==> config.mk <==
export PLATFORM = sky130hd
export DESIGN_NAME = mem_stage
export DESIGN_NICKNAME = d
export VERILOG_FILES = /design/src/rtl/mem_stage.sv
export SDC_FILE = /design/constraint.sdc
export NUM_CORES = 1
export LEC_CHECK = 0
export ABC_AREA = 1
export BUFFER_PORTS_ARGS = -buffer_cell sky130_fd_sc_hd__clkbuf_2
export CAP_MARGIN = 20
export CORE_AREA = 2 2 150 152
export CTS_BUF_LIST = sky130_fd_sc_hd__clkbuf_8
export CTS_CLUSTER_DIAMETER = 200
export CTS_CLUSTER_SIZE = 24
export DETAILED_ROUTE_END_ITERATION = 8
export DIE_AREA = 0 0 152 154
export PLACE_DENSITY_LB_ADDON = 0.2
export SYNTH_ARGS = -nofsm -noshare
export SYNTH_HDL_FRONTEND = slang
export SYNTH_SLANG_ARGS = --single-unit
==> constraint.sdc <==
create_clock -name CLK -period 1.8 [get_ports CLK]
set_input_delay 0.18 -clock CLK [delete_from_list [all_inputs] [get_ports CLK]]
set_output_delay 0.18 -clock CLK [all_outputs]
set_load 0.02 [all_outputs]
==> src/rtl/mem_stage.sv <==
// Memory-access pipeline stage between EXE and WB: sub-word loads/stores over a req/ack port.
// Define MEM_ALIGN_CHECK_EN to fault misaligned halfword/word accesses instead of masking them.
module mem_stage (
  input  logic        CLK,
  input  logic        RESET,
  input  logic [31:0] Instr1_IN,
  input  logic [31:0] Instr1_PC_IN,
  input  logic [31:0] ALU_result1_IN,
  input  logic [4:0]  WriteRegister1_IN,
  input  logic [31:0] MemWriteData1_IN,
  input  logic        RegWrite1_IN,
  input  logic        MemRead1_IN,
  input  logic        MemWrite1_IN,
  input  logic [5:0]  ALU_Control1_IN,
  input  logic        DMEM_Ack,
  input  logic [31:0] DMEM_RData,
  output logic        DMEM_Req,
  output logic        DMEM_Write,
  output logic [31:0] DMEM_Addr,
  output logic [31:0] DMEM_WData,
  output logic [3:0]  DMEM_ByteEn,
  output logic        STALL_OUT,
  output logic [4:0]  MemWriteReg,
  output logic [31:0] Mem_ALU_result,
  output logic        MemWriteValid,
  output logic [31:0] Instr1_OUT,
  output logic [31:0] Instr1_PC_OUT,
  output logic [31:0] WB_result1_OUT,
  output logic [4:0]  WriteRegister1_OUT,
  output logic        RegWrite1_OUT,
  output logic        Align_Fault_OUT
);

  typedef enum logic [1:0] {IDLE, REQ, DONE} state_t;

  state_t      state_q, state_d;
  logic [31:0] load_q, load_d;
  logic [31:0] instr_q, instr_d, pc_q, pc_d, result_q, result_d;
  logic [4:0]  wreg_q, wreg_d;
  logic        regwr_q, regwr_d;
  logic        fault_d;

  logic        is_mem;
  logic [1:0]  sz;      // 0 byte, 1 half, 2 word
  logic        uns;
  logic [1:0]  off;
  logic [3:0]  be_st;
  logic [31:0] wdata;
  logic [7:0]  lbyte;
  logic [15:0] lhalf;
  logic [31:0] lfmt;
  logic        fault_now;

  assign is_mem = MemRead1_IN | MemWrite1_IN;

  always_comb begin
    sz  = 2'd2;
    uns = 1'b0;
    case (ALU_Control1_IN)
      6'b100000: sz = 2'd0;
      6'b100100: begin sz = 2'd0; uns = 1'b1; end
      6'b100001: sz = 2'd1;
      6'b100101: begin sz = 2'd1; uns = 1'b1; end
      6'b101000: sz = 2'd0;
      6'b101001: sz = 2'd1;
      default:   sz = 2'd2;
    endcase
  end

  // Misaligned low address bits are masked off according to access size.
  always_comb begin
    case (sz)
      2'd0:    off = ALU_result1_IN[1:0];
      2'd1:    off = {ALU_result1_IN[1], 1'b0};
      default: off = 2'b00;
    endcase
  end

`ifdef MEM_ALIGN_CHECK_EN
  logic fault_q;
  assign fault_now = is_mem & (((sz == 2'd1) & ALU_result1_IN[0]) |
                               ((sz == 2'd2) & (ALU_result1_IN[1:0] != 2'b00)));
  assign Align_Fault_OUT = fault_q;
`else
  assign fault_now = 1'b0;
  assign Align_Fault_OUT = 1'b0;
`endif

  always_comb begin
    be_st = 4'b1111;
    wdata = MemWriteData1_IN;
    case (sz)
      2'd0: begin
        be_st = 4'b1000 >> off;
        wdata = {4{MemWriteData1_IN[7:0]}};
      end
      2'd1: begin
        be_st = off[1] ? 4'b0011 : 4'b1100;
        wdata = {2{MemWriteData1_IN[15:0]}};
      end
      default: ;
    endcase
  end

  // Big-endian lanes: offset 0 is bits 31:24.
  always_comb begin
    case (off)
      2'd0:    lbyte = DMEM_RData[31:24];
      2'd1:    lbyte = DMEM_RData[23:16];
      2'd2:    lbyte = DMEM_RData[15:8];
      default: lbyte = DMEM_RData[7:0];
    endcase
    lhalf = off[1] ? DMEM_RData[15:0] : DMEM_RData[31:16];
    case (sz)
      2'd0:    lfmt = uns ? {24'd0, lbyte} : {{24{lbyte[7]}}, lbyte};
      2'd1:    lfmt = uns ? {16'd0, lhalf} : {{16{lhalf[15]}}, lhalf};
      default: lfmt = DMEM_RData;
    endcase
  end

  always_comb begin
    DMEM_Req    = (state_q == REQ);
    DMEM_Write  = DMEM_Req & MemWrite1_IN;
    DMEM_Addr   = DMEM_Req ? {ALU_result1_IN[31:2], 2'b00} : '0;
    DMEM_ByteEn = DMEM_Req ? (MemWrite1_IN ? be_st : 4'b1111) : '0;
    DMEM_WData  = DMEM_Write ? wdata : '0;
    STALL_OUT   = RESET & (((state_q == IDLE) & is_mem & ~fault_now) | (state_q == REQ));
  end

  assign MemWriteReg    = WriteRegister1_IN;
  assign Mem_ALU_result = ALU_result1_IN;
  assign MemWriteValid  = RegWrite1_IN & ~MemRead1_IN;

  always_comb begin
    state_d  = state_q;
    load_d   = load_q;
    fault_d  = 1'b0;
    instr_d  = '0;
    pc_d     = '0;
    result_d = '0;
    wreg_d   = '0;
    regwr_d  = 1'b0;
    case (state_q)
      IDLE: begin
        if (is_mem) begin
          if (fault_now) fault_d = 1'b1;
          else           state_d = REQ;
        end else begin
          instr_d  = Instr1_IN;
          pc_d     = Instr1_PC_IN;
          result_d = ALU_result1_IN;
          wreg_d   = WriteRegister1_IN;
          regwr_d  = RegWrite1_IN;
        end
      end
      REQ: begin
        if (DMEM_Ack) begin
          load_d  = lfmt;
          state_d = DONE;
        end
      end
      DONE: begin
        instr_d  = Instr1_IN;
        pc_d     = Instr1_PC_IN;
        result_d = MemRead1_IN ? load_q : ALU_result1_IN;
        wreg_d   = WriteRegister1_IN;
        regwr_d  = RegWrite1_IN;
        state_d  = IDLE;
      end
      default: state_d = IDLE;
    endcase
  end

  always_ff @(posedge CLK or negedge RESET) begin
    if (!RESET) begin
      state_q  <= IDLE;
      load_q   <= '0;
      instr_q  <= '0;
      pc_q     <= '0;
      result_q <= '0;
      wreg_q   <= '0;
      regwr_q  <= 1'b0;
    end else begin
      state_q  <= state_d;
      load_q   <= load_d;
      instr_q  <= instr_d;
      pc_q     <= pc_d;
      result_q <= result_d;
      wreg_q   <= wreg_d;
      regwr_q  <= regwr_d;
    end
  end

`ifdef MEM_ALIGN_CHECK_EN
  always_ff @(posedge CLK or negedge RESET) begin
    if (!RESET) fault_q <= 1'b0;
    else        fault_q <= fault_d;
  end
`else
  logic unused_fault;
  assign unused_fault = fault_d;
`endif

  assign Instr1_OUT         = instr_q;
  assign Instr1_PC_OUT      = pc_q;
  assign WB_result1_OUT     = result_q;
  assign WriteRegister1_OUT = wreg_q;
  assign RegWrite1_OUT      = regwr_q;

endmodule

==> run_results.csv <==
group,metric,value,unit
grt,grt_max_degree,123,
yosys,ys_seq_elements,136,
setup_path,crit_arrival,1790,ps
yosys,async_reset_ff_share,100.0,%
setup_path,worstPathRequired,1620,ps
setup_path,cp_slowest_cell,"dfrtp_1",
clock_tree,path_clk_slew,80,ps
yosys,synth_area_per_cell,7.939,sq um
clock_tree,clk_latency,440,ps
die,dieArea,23410,sq um
layout,multi_input_area,2371,sq um
grt,grt_pass1_vias,7580,
job,cap_viol_max_count,0,
yosys,yosys.area.top_type,"dfrtp_1",
grt,grt.overflow.total,0,
sta,rsz0062_at_grt,"yes",
layout,nFillCells,2122,
sta,finalWorstSetupSlack,-168.7,ps
die,dieHeight,154,um
status,violations,"setup timing",
sta,slew_headroom,52.48,%
power,p_int,0.007472,W
detailed_routing,wire_per_inst,16.56,um
die,io_pins,389,
layout,n_antenna_cell,0,
setup_path,cpLargestDelayFamily,"buffers and inverters",
clock_tree,cts_max_path_buffers,2,
sta,fin_crit_sh,109.4,%
grt,grt_pass1_wl,40.89,mm
setup_path,crit_start,"state_q[1]",
die,num_rows,54,
die,dieWidth,152,um
detailed_routing,vias_per_cell,4.486,
setup_path,end_kind,"output port",
detailed_routing,wl,26.92,mm
yosys,netlist_area,6700,sq um
setup_path,reg2reg_from,"state_q[0]",
power,power.total,0.01275,W
yosys,netlist-cell-type-count,37,
sta,finClkSkew,16.60,ps
status,status,"complete, but fails checks",
power,p_sw_share,41.40,%
place,dp_hpwl,19.46,mm
clock_tree,htree_levels,4,
detailed_routing,drc_errors,0,
die,start_util,30.89,%
clock_tree,clockRootBuffer,"clkbuf_8",
yosys,yosys-top-cells-area,"dfrtp_1, inv_1, nor2_1",
grt,grt_antenna_before_repair,0,
yosys,yosysWarningCount,0,
yosys,synthFlopType,"dfrtp_1",
grt,grt.total_usage,22.37,%
power,combPwrFrac,46.2,%
power,clock_power_share,21.3,%
setup_path,crit_chain,"inv_2 > nand2_4 > inv_4 > nand2_8 > buf_4 > o21ai_2 > o221a_2 > clkbuf_8",
layout,syn2layout_area_growth,63.08,%
sta,setup_viol,39,
detailed_routing,ant_nets,0,
setup_path,path_buf_inv,4,
setup_path,slowest_delay,390,ps
sta,tightestPinTransition,712.1,ps
power,vdd_drop_max,0.4694,mV
yosys,synth_edf_count,0,
clock_tree,cts.sinks,136,
layout,fin_util,50.38,%
yosys,ys_top_cells_by_count,"inv_1, nor2_1, dfrtp_1, nand2_1, o21ai_0",
place,gp_congestion,0.8934,
layout,nets,1510,
sta,period_minus_slack,1969,ps
yosys,synthCells,844,
yosys,yosysSeqAreaShare,50.79,%
sta,finalHoldViolCount,0,
setup_path,crit_path_start_kind,"flip-flop",
die,design.core.area,21690,sq um
place,port_buffers,385,
yosys,synth.most_common_cell,"inv_1",
clock_tree,cts_inserted_buffers,17,
power,p_sw,0.005279,W
sta,fmax,508.0,MHz
detailed_routing,vias,7294,
hold_path,hold_path_class,"in -> reg",
sta,drv_slew,0,
clock_tree,cts_tree,"built",
power,p_per_area,1167,nW/um^2
power,total_leakage_power,6.386,nW
detailed_routing,first_iter_violations,450,
setup_path,critical_path_class,"reg -> out",
setup_path,crit_fanout,5,
hold_path,hp-start,"ALU_result1_IN[28]",
detailed_routing,dr.pass1.iters,5,
power,power_frac_seq,32.6,%
layout,register_area,3403,sq um
layout,drive_gt1_share,40.19,%
yosys,synth_top_cell_area_share,50.79,%
logic make-up after synthesis:
group / after synthesis / synth area share (%)
other cells: 1 / 0.05597
simple gates: 311 / 19.87
compound gates: 141 / 12.23
buf+inv: 255 / 17.05
flops: 136 / 50.79
worst paths after layout:
kind | to | slack (ps) | cells past startpoint
hold reg to reg | load_q[1] | 480 | 2
max in group asynchronous | Instr1_PC_OUT[30] | 780 | 3
setup / recovery | DMEM_WData[28] | -170 | 8
hold / removal | WB_result1_OUT[28] | 40 | 3
min in group asynchronous | Instr1_PC_OUT[5] | 130 | 2
setup reg to reg | load_q[2] | 120 | 10
final cells by class:
| type | instances | share of cell area [%] |
|---|---|---|
| repair inverters | 2 | 0.1145 |
| repair buffers | 541 | 33.67 |
| flip-flops and latches | 136 | 31.15 |
| inverters | 179 | 6.275 |
| clock buffers | 17 | 2.141 |
| clock inverters | 15 | 1.752 |
| well taps | 280 | 3.206 |
| multi-input cells | 456 | 21.70 |
power by group through the flow:
stage / Clock (W) / Sequential [W] / Combinational [W]
after floorplan: 0 / 0.00473 / 0.00240
after global placement: 0 / 0.00419 / 0.00497
after detailed placement: 0 / 0.00421 / 0.00500
after CTS: 0.00281 / 0.00415 / 0.00572
after global routing: 0.00294 / 0.00423 / 0.00638
final: 0.00271 / 0.00415 / 0.00589
sequential cells by signal, indices dropped and copies added, names as in the netlist:
| signal | count |
|---|---|
| WriteRegister1_OUT | 5 |
| state_q | 2 |
| Instr1_OUT | 32 |
| RegWrite1_OUT | 1 |
| WB_result1_OUT | 32 |
| load_q | 32 |
| Instr1_PC_OUT | 32 |
worst min-delay path: stages:
cell	delay [ps]
clkbuf_2	110
inv_1	80
o22ai_1	80
layer usage:
layer	track usage, %	vias up	routed length [um]
met5	0	-	0
met4	9.746	0	968
met3	5.186	50	1734
met2	40.37	324	13880
li1	-	3532	-
met1	25.26	3388	10340
layout by cell type (no fill, tap or decap), types with 5 or more instances in the layout:
| master | count |
|---|---|
| buf_12 | 5 |
| o21ai_0 | 38 |
| o21ai_1 | 11 |
| buf_8 | 8 |
| clkbuf_8 | 27 |
| buf_6 | 10 |
| nor2_4 | 14 |
| o22ai_1 | 21 |
| nand2_1 | 114 |
| clkbuf_4 | 5 |
| nand3_1 | 27 |
| inv_6 | 5 |
| buf_4 | 54 |
| nand3_2 | 5 |
| clkbuf_2 | 346 |
| nor2_1 | 132 |
| inv_1 | 171 |
| dfrtp_1 | 136 |
| o221a_2 | 5 |
| a21oi_1 | 38 |
| o21ai_2 | 11 |
| dlygate4sd3_1 | 99 |
through the flow:
step / setup TNS, ps / hold WS [ps] / instances / setup slack (ps) / instance area, sq um
2_1_floorplan: 0 / -115.6 / 846 / 57.44 / 6708
3_3_place_gp: 0 / 18.85 / 1480 / 99.88 / 8925
3_5_place_dp: 0 / 19.02 / 1480 / 66.04 / 8925
4_1_cts: -5028 / 0.6203 / 1621 / -202.1 / 10780
5_1_grt: -7601 / 26.78 / 1626 / -267.2 / 10930
6_report: -3135 / 41.00 / 1626 / -168.7 / 10930
what timing repair did:
item / 4_1_cts / 5_1_grt
setup buffers: 8 / 3
setup endpoints to repair: 47 / 103
gates resized for setup: 111 / 48
endpoints found under the hold margin: 202 / 0
gates cloned: 2 / 2
pin swaps: 4 / 7
hold buffers: 99 / 0
(Power assumes the default switching activity.)
